## config.mk

```make
export PLATFORM = sky130hd
export DESIGN_NAME = mux_sweep_ctrl_flat
export DESIGN_NICKNAME = d
export VERILOG_FILES = /design/src/rtl/mux_sweep_pkg.sv /design/src/rtl/mux_sweep_ctrl_if.sv /design/src/rtl/lsb_index.sv /design/src/rtl/mux_sweep_ctrl.sv /design/src/flat_wrapper.sv
export SDC_FILE = /design/constraint.sdc
export NUM_CORES = 1
export LEC_CHECK = 0
export CAP_MARGIN = 10
export CORE_AREA = 3 3 82 84
export CTS_CLUSTER_DIAMETER = 40
export DETAILED_ROUTE_END_ITERATION = 10
export DIE_AREA = 0 0 85 87
export GPL_TIMING_DRIVEN = 0
export PLACE_DENSITY_LB_ADDON = 0.25
export SLEW_MARGIN = 25
export SYNTH_ARGS = -nofsm -noshare
export SYNTH_HDL_FRONTEND = slang
export SYNTH_SLANG_ARGS = --single-unit
```

## constraint.sdc

```tcl
create_clock -name clk -period 2.7 [get_ports clk]
set_clock_uncertainty 0.15 [all_clocks]
set_input_delay 0.54 -clock clk [delete_from_list [all_inputs] [get_ports clk]]
set_output_delay 0.54 -clock clk [all_outputs]
set_load 0.01 [all_outputs]
```

## src/rtl/mux_sweep_pkg.sv

```systemverilog
// Shared types and constants for the mux sweep sequencer.
package mux_sweep_pkg;

    typedef enum logic [1:0] {
        IDLE   = 2'd0,
        HOLD   = 2'd1,
        SAMPLE = 2'd2
    } state_t;

    localparam int unsigned DEF_N_SEL  = 3;
    localparam int unsigned DEF_SETTLE = 1;

    // Truth-table depth for a given select width.
    function automatic int unsigned tbl_w(input int unsigned n_sel);
        return 32'd1 << n_sel;
    endfunction

endpackage

```

## src/rtl/mux_sweep_ctrl_if.sv

```systemverilog
// Control/result bundle between the sweep controller and its surroundings.
interface mux_sweep_ctrl_if
    import mux_sweep_pkg::*;
#(
    parameter int unsigned N_SEL = DEF_N_SEL
);
    localparam int unsigned TW = tbl_w(N_SEL);

    logic             start;
    logic [TW-1:0]    expected;
    logic             y;
    logic [N_SEL-1:0] sel;
    logic             busy;
    logic             done;
    logic [TW-1:0]    table_q;
    logic             mismatch;
    logic [N_SEL-1:0] err_idx;

    modport master (
        output start, expected, y,
        input  sel, busy, done, table_q, mismatch, err_idx
    );

    modport slave (
        input  start, expected, y,
        output sel, busy, done, table_q, mismatch, err_idx
    );
endinterface

```

## src/rtl/lsb_index.sv

```systemverilog
// Lowest-set-bit encoder; found_c flags a non-zero vector.
module lsb_index #(
    parameter int unsigned W  = 8,
    parameter int unsigned IW = $clog2(W)
) (
    input  logic [W-1:0]  vec,
    output logic [IW-1:0] idx_c,
    output logic          found_c
);
    // Scan upward and keep the first hit.
    always_comb begin
        idx_c   = '0;
        found_c = 1'b0;
        for (int i = 0; i < int'(W); i++) begin
            if (vec[i] && !found_c) begin
                idx_c   = IW'(i);
                found_c = 1'b1;
            end
        end
    end
endmodule

```

## src/rtl/mux_sweep_ctrl.sv

```systemverilog
// Walks sel through every combination, captures y per step and compares
// the captured table against the expected table latched at start.
module mux_sweep_ctrl
    import mux_sweep_pkg::*;
#(
    parameter int unsigned N_SEL  = DEF_N_SEL,
    parameter int unsigned SETTLE = DEF_SETTLE
) (
    input  logic              clk,
    input  logic              rst_n,
    mux_sweep_ctrl_if.slave   bus
);
    localparam int unsigned TW    = tbl_w(N_SEL);
    localparam int unsigned CNT_W = (SETTLE > 0) ? $clog2(SETTLE + 1) : 1;
    // HOLD covers the SETTLE extra cycles; with no settle time go straight to SAMPLE.
    localparam state_t      FIRST = (SETTLE == 0) ? SAMPLE : HOLD;

    state_t             state;
    state_t             state_n;
    logic [CNT_W-1:0]   cnt;
    logic [N_SEL-1:0]   sel_q;
    logic [TW-1:0]      exp_q;
    logic [TW-1:0]      tbl_q;
    logic               busy_q;
    logic               done_q;
    logic               mm_q;
    logic [N_SEL-1:0]   idx_q;

    logic               accept_c;
    logic               count_c;
    logic               capture_c;
    logic               last_c;
    logic               hold_end_c;
    logic [TW-1:0]      tbl_n_c;
    logic [TW-1:0]      diff_c;
    logic [N_SEL-1:0]   idx_c;
    logic               found_c;

    assign last_c     = (sel_q == N_SEL'(TW - 1));
    assign hold_end_c = (cnt == CNT_W'(SETTLE - 1));

    // State register.
    always_ff @(posedge clk or negedge rst_n) begin
        if (!rst_n) state <= IDLE;
        else        state <= state_n;
    end

    // Next-state logic.
    always_comb begin
        state_n = state;
        case (state)
            IDLE:    if (bus.start) state_n = FIRST;
            HOLD:    if (hold_end_c) state_n = SAMPLE;
            SAMPLE:  state_n = last_c ? IDLE : FIRST;
            default: state_n = IDLE;
        endcase
    end

    // Control strobes for the datapath.
    always_comb begin
        accept_c  = 1'b0;
        count_c   = 1'b0;
        capture_c = 1'b0;
        case (state)
            IDLE:    accept_c  = bus.start;
            HOLD:    count_c   = 1'b1;
            SAMPLE:  capture_c = 1'b1;
            default: ;
        endcase
    end

    // Table including the bit being sampled this cycle, so the final
    // compare sees the complete table on the last sampling edge.
    always_comb begin
        tbl_n_c        = tbl_q;
        tbl_n_c[sel_q] = bus.y;
    end

    assign diff_c = tbl_n_c ^ exp_q;

    lsb_index #(.W(TW), .IW(N_SEL)) u_lsb_index (
        .vec     (diff_c),
        .idx_c   (idx_c),
        .found_c (found_c)
    );

    // Sweep datapath: select, settle counter, captured table and results.
    always_ff @(posedge clk or negedge rst_n) begin
        if (!rst_n) begin
            cnt    <= '0;
            sel_q  <= '0;
            exp_q  <= '0;
            tbl_q  <= '0;
            busy_q <= 1'b0;
            done_q <= 1'b0;
            mm_q   <= 1'b0;
            idx_q  <= '0;
        end else begin
            done_q <= 1'b0;
            if (accept_c) begin
                exp_q  <= bus.expected;
                tbl_q  <= '0;
                mm_q   <= 1'b0;
                idx_q  <= '0;
                sel_q  <= '0;
                cnt    <= '0;
                busy_q <= 1'b1;
            end
            if (count_c) cnt <= cnt + CNT_W'(1);
            if (capture_c) begin
                tbl_q <= tbl_n_c;
                cnt   <= '0;
                if (last_c) begin
                    sel_q  <= '0;
                    busy_q <= 1'b0;
                    done_q <= 1'b1;
                    mm_q   <= found_c;
                    idx_q  <= idx_c;
                end else begin
                    sel_q <= sel_q + N_SEL'(1);
                end
            end
        end
    end

    assign bus.sel      = sel_q;
    assign bus.busy     = busy_q;
    assign bus.done     = done_q;
    assign bus.table_q  = tbl_q;
    assign bus.mismatch = mm_q;
    assign bus.err_idx  = idx_q;

endmodule

```

## src/flat_wrapper.sv

```systemverilog
// flat-port wrapper written by rule: the top's interface ports become plain ports
module mux_sweep_ctrl_flat import mux_sweep_pkg::*;
#(
    parameter int unsigned N_SEL  = DEF_N_SEL,
    parameter int unsigned SETTLE = DEF_SETTLE
)
  (clk, rst_n, bus_start, bus_expected, bus_y, bus_sel, bus_busy, bus_done, bus_table_q, bus_mismatch, bus_err_idx);
  mux_sweep_ctrl_if #(.N_SEL(N_SEL)) bus_i ();
  input  logic clk;
  input  logic rst_n;
  input wire logic [$bits(bus_i.start)-1:0] bus_start;
  input wire logic [$bits(bus_i.expected)-1:0] bus_expected;
  input wire logic [$bits(bus_i.y)-1:0] bus_y;
  output wire logic [$bits(bus_i.sel)-1:0] bus_sel;
  output wire logic [$bits(bus_i.busy)-1:0] bus_busy;
  output wire logic [$bits(bus_i.done)-1:0] bus_done;
  output wire logic [$bits(bus_i.table_q)-1:0] bus_table_q;
  output wire logic [$bits(bus_i.mismatch)-1:0] bus_mismatch;
  output wire logic [$bits(bus_i.err_idx)-1:0] bus_err_idx;
  assign bus_i.start = bus_start;
  assign bus_i.expected = bus_expected;
  assign bus_i.y = bus_y;
  assign bus_sel = bus_i.sel;
  assign bus_busy = bus_i.busy;
  assign bus_done = bus_i.done;
  assign bus_table_q = bus_i.table_q;
  assign bus_mismatch = bus_i.mismatch;
  assign bus_err_idx = bus_i.err_idx;
  mux_sweep_ctrl #(.N_SEL(N_SEL), .SETTLE(SETTLE)) u_core (.clk(clk), .rst_n(rst_n), .bus(bus_i));
endmodule
```

==> run metrics, run 1 <==
Compound-Gate Fraction of Synth Area=0.128; post-synthesis instance total=~150; cell area after synthesis=between 0.0015 and 0.002 mm2; worst path required time=roughly 2800 ps; Initial Utilization=0.252; Yosys cell types=32; clock sinks=28; LEAKAGE=~0.83 nW; drt pass-1 iters=4; post-CTS sizing=0; simple-gate portion of the synthesized area=0.138; WP data arrival=about 2200 ps; Max Slew Vio Count=0; area leader, netlist=dfrtp_1; Post-Synth Adder-Cell Area=0.0580; multiplexer share of the synthesized area=0.113; fmax=approximately 460 MHz; Worst-Margin Slew=733 ps; Site Rows=28; status=finished, final reports clean; ratio of final minimum period to clock period=0.799; final setup fails=0; setup bufs post-CTS=0; commonest non-fill, non-tap cell in the layout=dfrtp_1; total placed cells including tap cells=249; Design Power=0.00177 W; Register Area=roughly 700 um2; WL/cell=13.2 um; Hold WS=132 ps; Core ar.=0.00599 mm2; Fillers=626; Die ar.=0.00740 mm2; TNS Setup=0 ps; main combinational cell family by area after synthesis=simple AND/OR/NAND/NOR gates; port bufs=27; Nets=about 200; initial antenna violation count=0; total CTS buffers=3; Die H=between 80 and 90 um; Max Root-Sink Buffers=2; Antenna Nets Post-Route=0; Die W=85 um; vias in the first global route=1164; Syn. warnings=0; Placed Area=approximately 0.0019 mm2; endpoints failing hold=0; CP cell instances=or3b_1, mux2i_1, xnor2_1, nor3_2, and2_1, a31oi_1; Avg Inst Size Synth=10.3 um2; kind of cell adding the most delay to the critical path=simple AND/OR/NAND/NOR gates; CTS root buf=clkbuf_8; final non-filler cell area=0.00191 mm2; Synth top area share=0.464; Peak supply drop=about 0.37 mV; H-tree depth=1; crit path time final=2160 ps; P&R area growth vs syn=26.5%; Post-DP HPWL=2470 um; top cells by area, synth=dfrtp_1, mux2_2, ha_1; GPL Wtd Cong=0.736; share of cells above drive strength 1=0.0904; buffers plus inverters on the worst setup path=0; Crit Path Category=reg2reg; hold crit path type=in2async; max incr delay on CP=560 ps; DRT iter0 DRCs=39; CTS tree=done; Total Routing Usage GR=0.0939; most frequent cells in the layout=dfrtp_1, clkdlybuf4s50_1, inv_1, a21oi_1, nand2_1; final wirelength=about 3300 um; grt ovf=0; I/O Pins=29; via count=1126; FF+latch count, synth=28; RSZ-0062 raised after global routing=no; hold buffer count at CTS=0; Mapped Nets=166; startpoint types=flip-flop; Skew-Pair Late Insertion Delay=approximately 270 ps; Clock transition at path regs=100 ps; multi-input logic area=737 um2; CP Capture Type=flip-flop; drt drc=0; worst-path maximum fanout=11; pin count of the biggest net entering global routing=29; slew margin rel.=0.511; fin cells=252; critical path's slowest cell=dfrtp_1; Max Cap Viol=0; sequential fraction of the synthesis area=0.464; post-DR vias/cell=4.47; first-pass GRT wire length=5580 um; pwr dens=925 mW/mm2; Post-Synth XOR/XNOR Area=0.0522; number of diodes=0
==> per-stage QoR <==
stage	worst slack (ps)	util
CTS	523	0.319
global route	359	0.319
global placement	320	0.313
detailed placement	330	0.312
floorplan	722	-
finish	543	0.319
==> synthesized netlist by cell type <==
library cell / n
nor2_1: 2
or3_1: 1
a22oi_1: 1
o22ai_1: 8
inv_1: 13
nand2b_1: 1
mux2_2: 8
nor2b_1: 1
nor4b_1: 1
nand2_1: 12
nor3_2: 1
o21ai_1: 1
clkbuf_1: 4
nand3b_1: 4
a31oi_1: 1
a21o_1: 1
buf_4: 1
a211oi_1: 1
or3b_1: 3
a2bb2oi_1: 1
ha_1: 7
and2_1: 1
mux2i_1: 8
a21oi_1: 13
nor2_4: 1
dfrtp_1: 28
o21ai_0: 7
xnor2_1: 6
xor2_1: 3
nand3_1: 5
nand4_1: 1
nor3b_2: 1
==> final timing paths <==
path | from | end | slack, ps | depth (start not counted)
max reg2reg | u_core.bus.sel[2] | u_core.bus.mismatch | 540 | 6
min in group clk | u_core.bus.busy | u_core.bus.busy | 360 | 2
max | u_core.bus.sel[2] | u_core.bus.mismatch | 540 | 6
max in group asynchronous | rst_n | u_core.state[0] | 1850 | 1
min reg2reg | u_core.bus.busy | u_core.bus.busy | 360 | 2
min | rst_n | u_core.bus.err_idx[1] | 130 | 1
==> per-layer routing <==
metal  up-vias  track usage  part of all wire
li1        573            -                 -
met3         2       0.0132             0.032
met1       534        0.126              0.50
met4         0       0.0302            0.0057
met2        17        0.156              0.47
met5         -            0                 0
==> registers in the layout, summed over array words and instances (netlist names) <==
signal	flops
u_core.cnt	1
u_core.bus.busy	1
u_core.state	2
u_core.bus.sel	3
u_core.bus.err_idx	3
u_core.exp_q	8
u_core.bus.table_q	8
u_core.bus.mismatch	1
u_core.bus.done	1
==> cells by family after synthesis <==
| family | count (synthesis) |
|---|---|
| compound gates | 34 |
| xor+xnor | 9 |
| fa+ha+maj | 7 |
| buf+inv | 18 |
| flops | 28 |
| mux | 16 |
| simple gates | 35 |
==> area by class of cell <==
type,instances,share of cell area
repair buffers,27,0.139
well taps,75,0.0491
plain buffers,5,0.0118
multi-input cells,101,0.386
inverters,13,0.0256
clock buffers,3,0.0216
flip-flops and latches,28,0.367
==> where the power goes <==
part           leakage, nW  switching (W)  internal, W
Sequential           0.362       0.000126     0.000541
Combinational        0.445       0.000458     0.000409
Clock               0.0216       0.000132     0.000100
Note: power is estimated with default switching activity, not from simulation.
==> run 2: changes to the inputs <==
- clock period: 2.7 -> 1.8 ns (I/O delays scaled with it)
==> run 2 against run 1 <==
Core utilization up 4.0 points. Sequential power up 49%. Non-clock buffer count up 14. Sequential cell count unchanged. The run now ends with negative setup slack left. Sequential share of layout area down 4.0 points. Register-to-register slack worse by 750 ps. Setup slack worse by 750 ps. Worst hold slack better by 240 ps. Via count up 6.4%. Highest routed layer unchanged.
==> run metrics, run 2 (synthesis results as in run 1) <==
startpoint types=flip-flop; P&R area growth vs syn=42.4%; status=finished, violations left; CTS tree=done; Worst-Margin Slew=664 ps (-69.4 ps); ratio of final minimum period to clock period=1.11 (+0.314); fin cells=267 (+6.0%); hold crit path type=reg2reg; Total Routing Usage GR=0.101 (+0.00670); Clock power frac=0.157 (+0.025); I/O Pins=29 (unchanged); Die H=87 um (unchanged); crit path time final=2000 ps (-154 ps); Die ar.=0.00740 mm2 (unchanged); number of diodes=0 (unchanged); dpl ws=-428 ps (-758 ps); Max Slew Vio Count=0 (unchanged); clock sinks=28 (unchanged); Clock transition at path regs=100 ps (about the same); Core ar.=0.00599 mm2 (unchanged); Max Cap Viol=0 (unchanged); failing checks=negative setup slack; via count=1198 (+6.4%); vias in the first global route=1195 (+2.7%); WL/cell=12.9 um (-2.4%); max incr delay on CP=400 ps (-160 ps); drt drc=0 (unchanged); most frequent cells in the layout=dfrtp_1, clkdlybuf4s50_1, buf_4; Initial Utilization=0.252 (unchanged); Die W=85 um (unchanged); final wirelength=3450 um (+3.5%); grt ovf=0 (unchanged); pwr dens=1470 mW/mm2 (+59%); sw frac=0.371 (-0.0350); RSZ-0062 raised after global routing=yes; DRT iter0 DRCs=65 (+67%); Nets=212 (+7.1%); Antenna Nets Post-Route=0 (unchanged); buffers plus inverters on the worst setup path=1 (+1); total placed cells including tap cells=249 (unchanged); Max Root-Sink Buffers=2 (unchanged); post-layout util=0.359 (+0.0399); combinational power share=0.527 (+0.036); P_int=0.00199 W (+90%); CTS root buf=clkbuf_8; Design Power=0.00316 W (+79%); commonest non-fill, non-tap cell in the layout=dfrtp_1; Peak supply drop=0.574 mV (+56%); WP data arrival=2010 ps (-200 ps); port bufs=27 (unchanged); Seq pwr share=0.315 (-0.063); Hold WS=367 ps (+235 ps); total CTS buffers=3 (unchanged); LEAKAGE=0.943 nW (+14%); switching pwr=0.00117 W (+64%); Post-DP HPWL=2440 um (-1.1%); critical path's slowest cell=dfrtp_1; worst path required time=1800 ps (-950 ps); first-pass GRT wire length=5890 um (+5.6%); Site Rows=28 (unchanged); kind of cell adding the most delay to the critical path=simple AND/OR/NAND/NOR gates; Skew-Pair Late Insertion Delay=280 ps (about the same); setup ws final=-203 ps (-746 ps); GPL Wtd Cong=0.725 (-1.5%); post-DR vias/cell=4.49 (+0.42%); fmax=499 MHz (+7.7%); H-tree depth=1 (unchanged); CP Capture Type=flip-flop; pin count of the biggest net entering global routing=29 (unchanged); Fillers=615 (-1.8%); CP cell instances=buf_6, or3b_4, mux2i_2, xnor2_2, nor3_2, and2_1, a31oi_1; drt pass-1 iters=4 (unchanged); worst-path maximum fanout=9 (-2); final setup fails=4 (+4); share of cells above drive strength 1=0.276 (+0.186); Crit Path Category=reg2reg; endpoints failing hold=0 (unchanged); slew margin rel.=0.558 (+0.0463); initial antenna violation count=0 (unchanged)
run 2: cell count changes in the layout (fill, tap and decap cells not counted), sizes merged:
cell           previous run  this run
buf                       2        17
bufinv                    0         1
clkbuf                    7         6
clkdlybuf4s50            26        23
dlygate4sd2               0         2
dlygate4sd3               0         1
run 2: through the flow:
| stage | TNS [ps] | cell area, um2 |
|---|---|---|
| after global routing | -1160 | 2150 |
| after global placement | -14020 | 1890 |
| after floorplan | -299 | 1520 |
| final | -749 | 2150 |
| after detailed placement | -4690 | 1880 |
| after CTS | -710 | 2070 |
run 2: metal layers:
metal	up-vias	wire length, um	GRT usage
met2	22	1580	0.153
met4	0	38	0.0388
met1	567	1710	0.144
li1	607	-	-
met5	-	0	0
met3	2	119	0.0151
run 2: timing repair:
action,CTS,global route
endpoints found under the setup margin,21,21
pin swaps,5,3
hold buffers,1,0
endpoints found under the hold margin,28,0
resized for setup,16,8
buffers inserted,7,7
run 2: worst paths after layout:
check,startpoint,to,slack (ps),cells after the start
worst max register to register,u_core.bus.sel[0],u_core.bus.mismatch,-200,7
worst max-delay path,u_core.bus.sel[0],u_core.bus.mismatch,-200,7
worst min register to register,u_core.bus.busy,u_core.bus.busy,370,2
max in group asynchronous,rst_n,u_core.bus.sel[2],540,2
worst min-delay path,u_core.bus.busy,u_core.bus.busy,370,2
min in group asynchronous,rst_n,u_core.state[1],490,2
run 2: power groups by stage:
stage	Sequential, W	Clock (W)	Combinational (W)
after floorplan	0.000993	0	0.000984
after global placement	0.00101	0	0.00134
after detailed placement	0.00102	0	0.00135
after CTS	0.00101	0.000521	0.00154
after global routing	0.00103	0.000540	0.00186
final	0.000997	0.000498	0.00167
run 2: worst register-to-register path, stage by stage (launching register included):
cell	delay [ps]
dfrtp_1	400
buf_6	140
or3b_4	390
mux2i_2	180
xnor2_2	200
nor3_2	150
and2_1	180
a31oi_1	90
run 2: final cells by class:
cell class / count / area [um2] / area share
Multi-Input combinational cell: 101 / 822 / 0.383
Sequential cell: 28 / 703 / 0.327
Timing Repair Buffer: 42 / 375 / 0.175
Tap cell: 75 / 93.8 / 0.0437
Inverter: 13 / 48.8 / 0.0227
Clock buffer: 3 / 41.3 / 0.0192
Buffer: 4 / 33.8 / 0.0157
Clock inverter: 1 / 30.0 / 0.0140
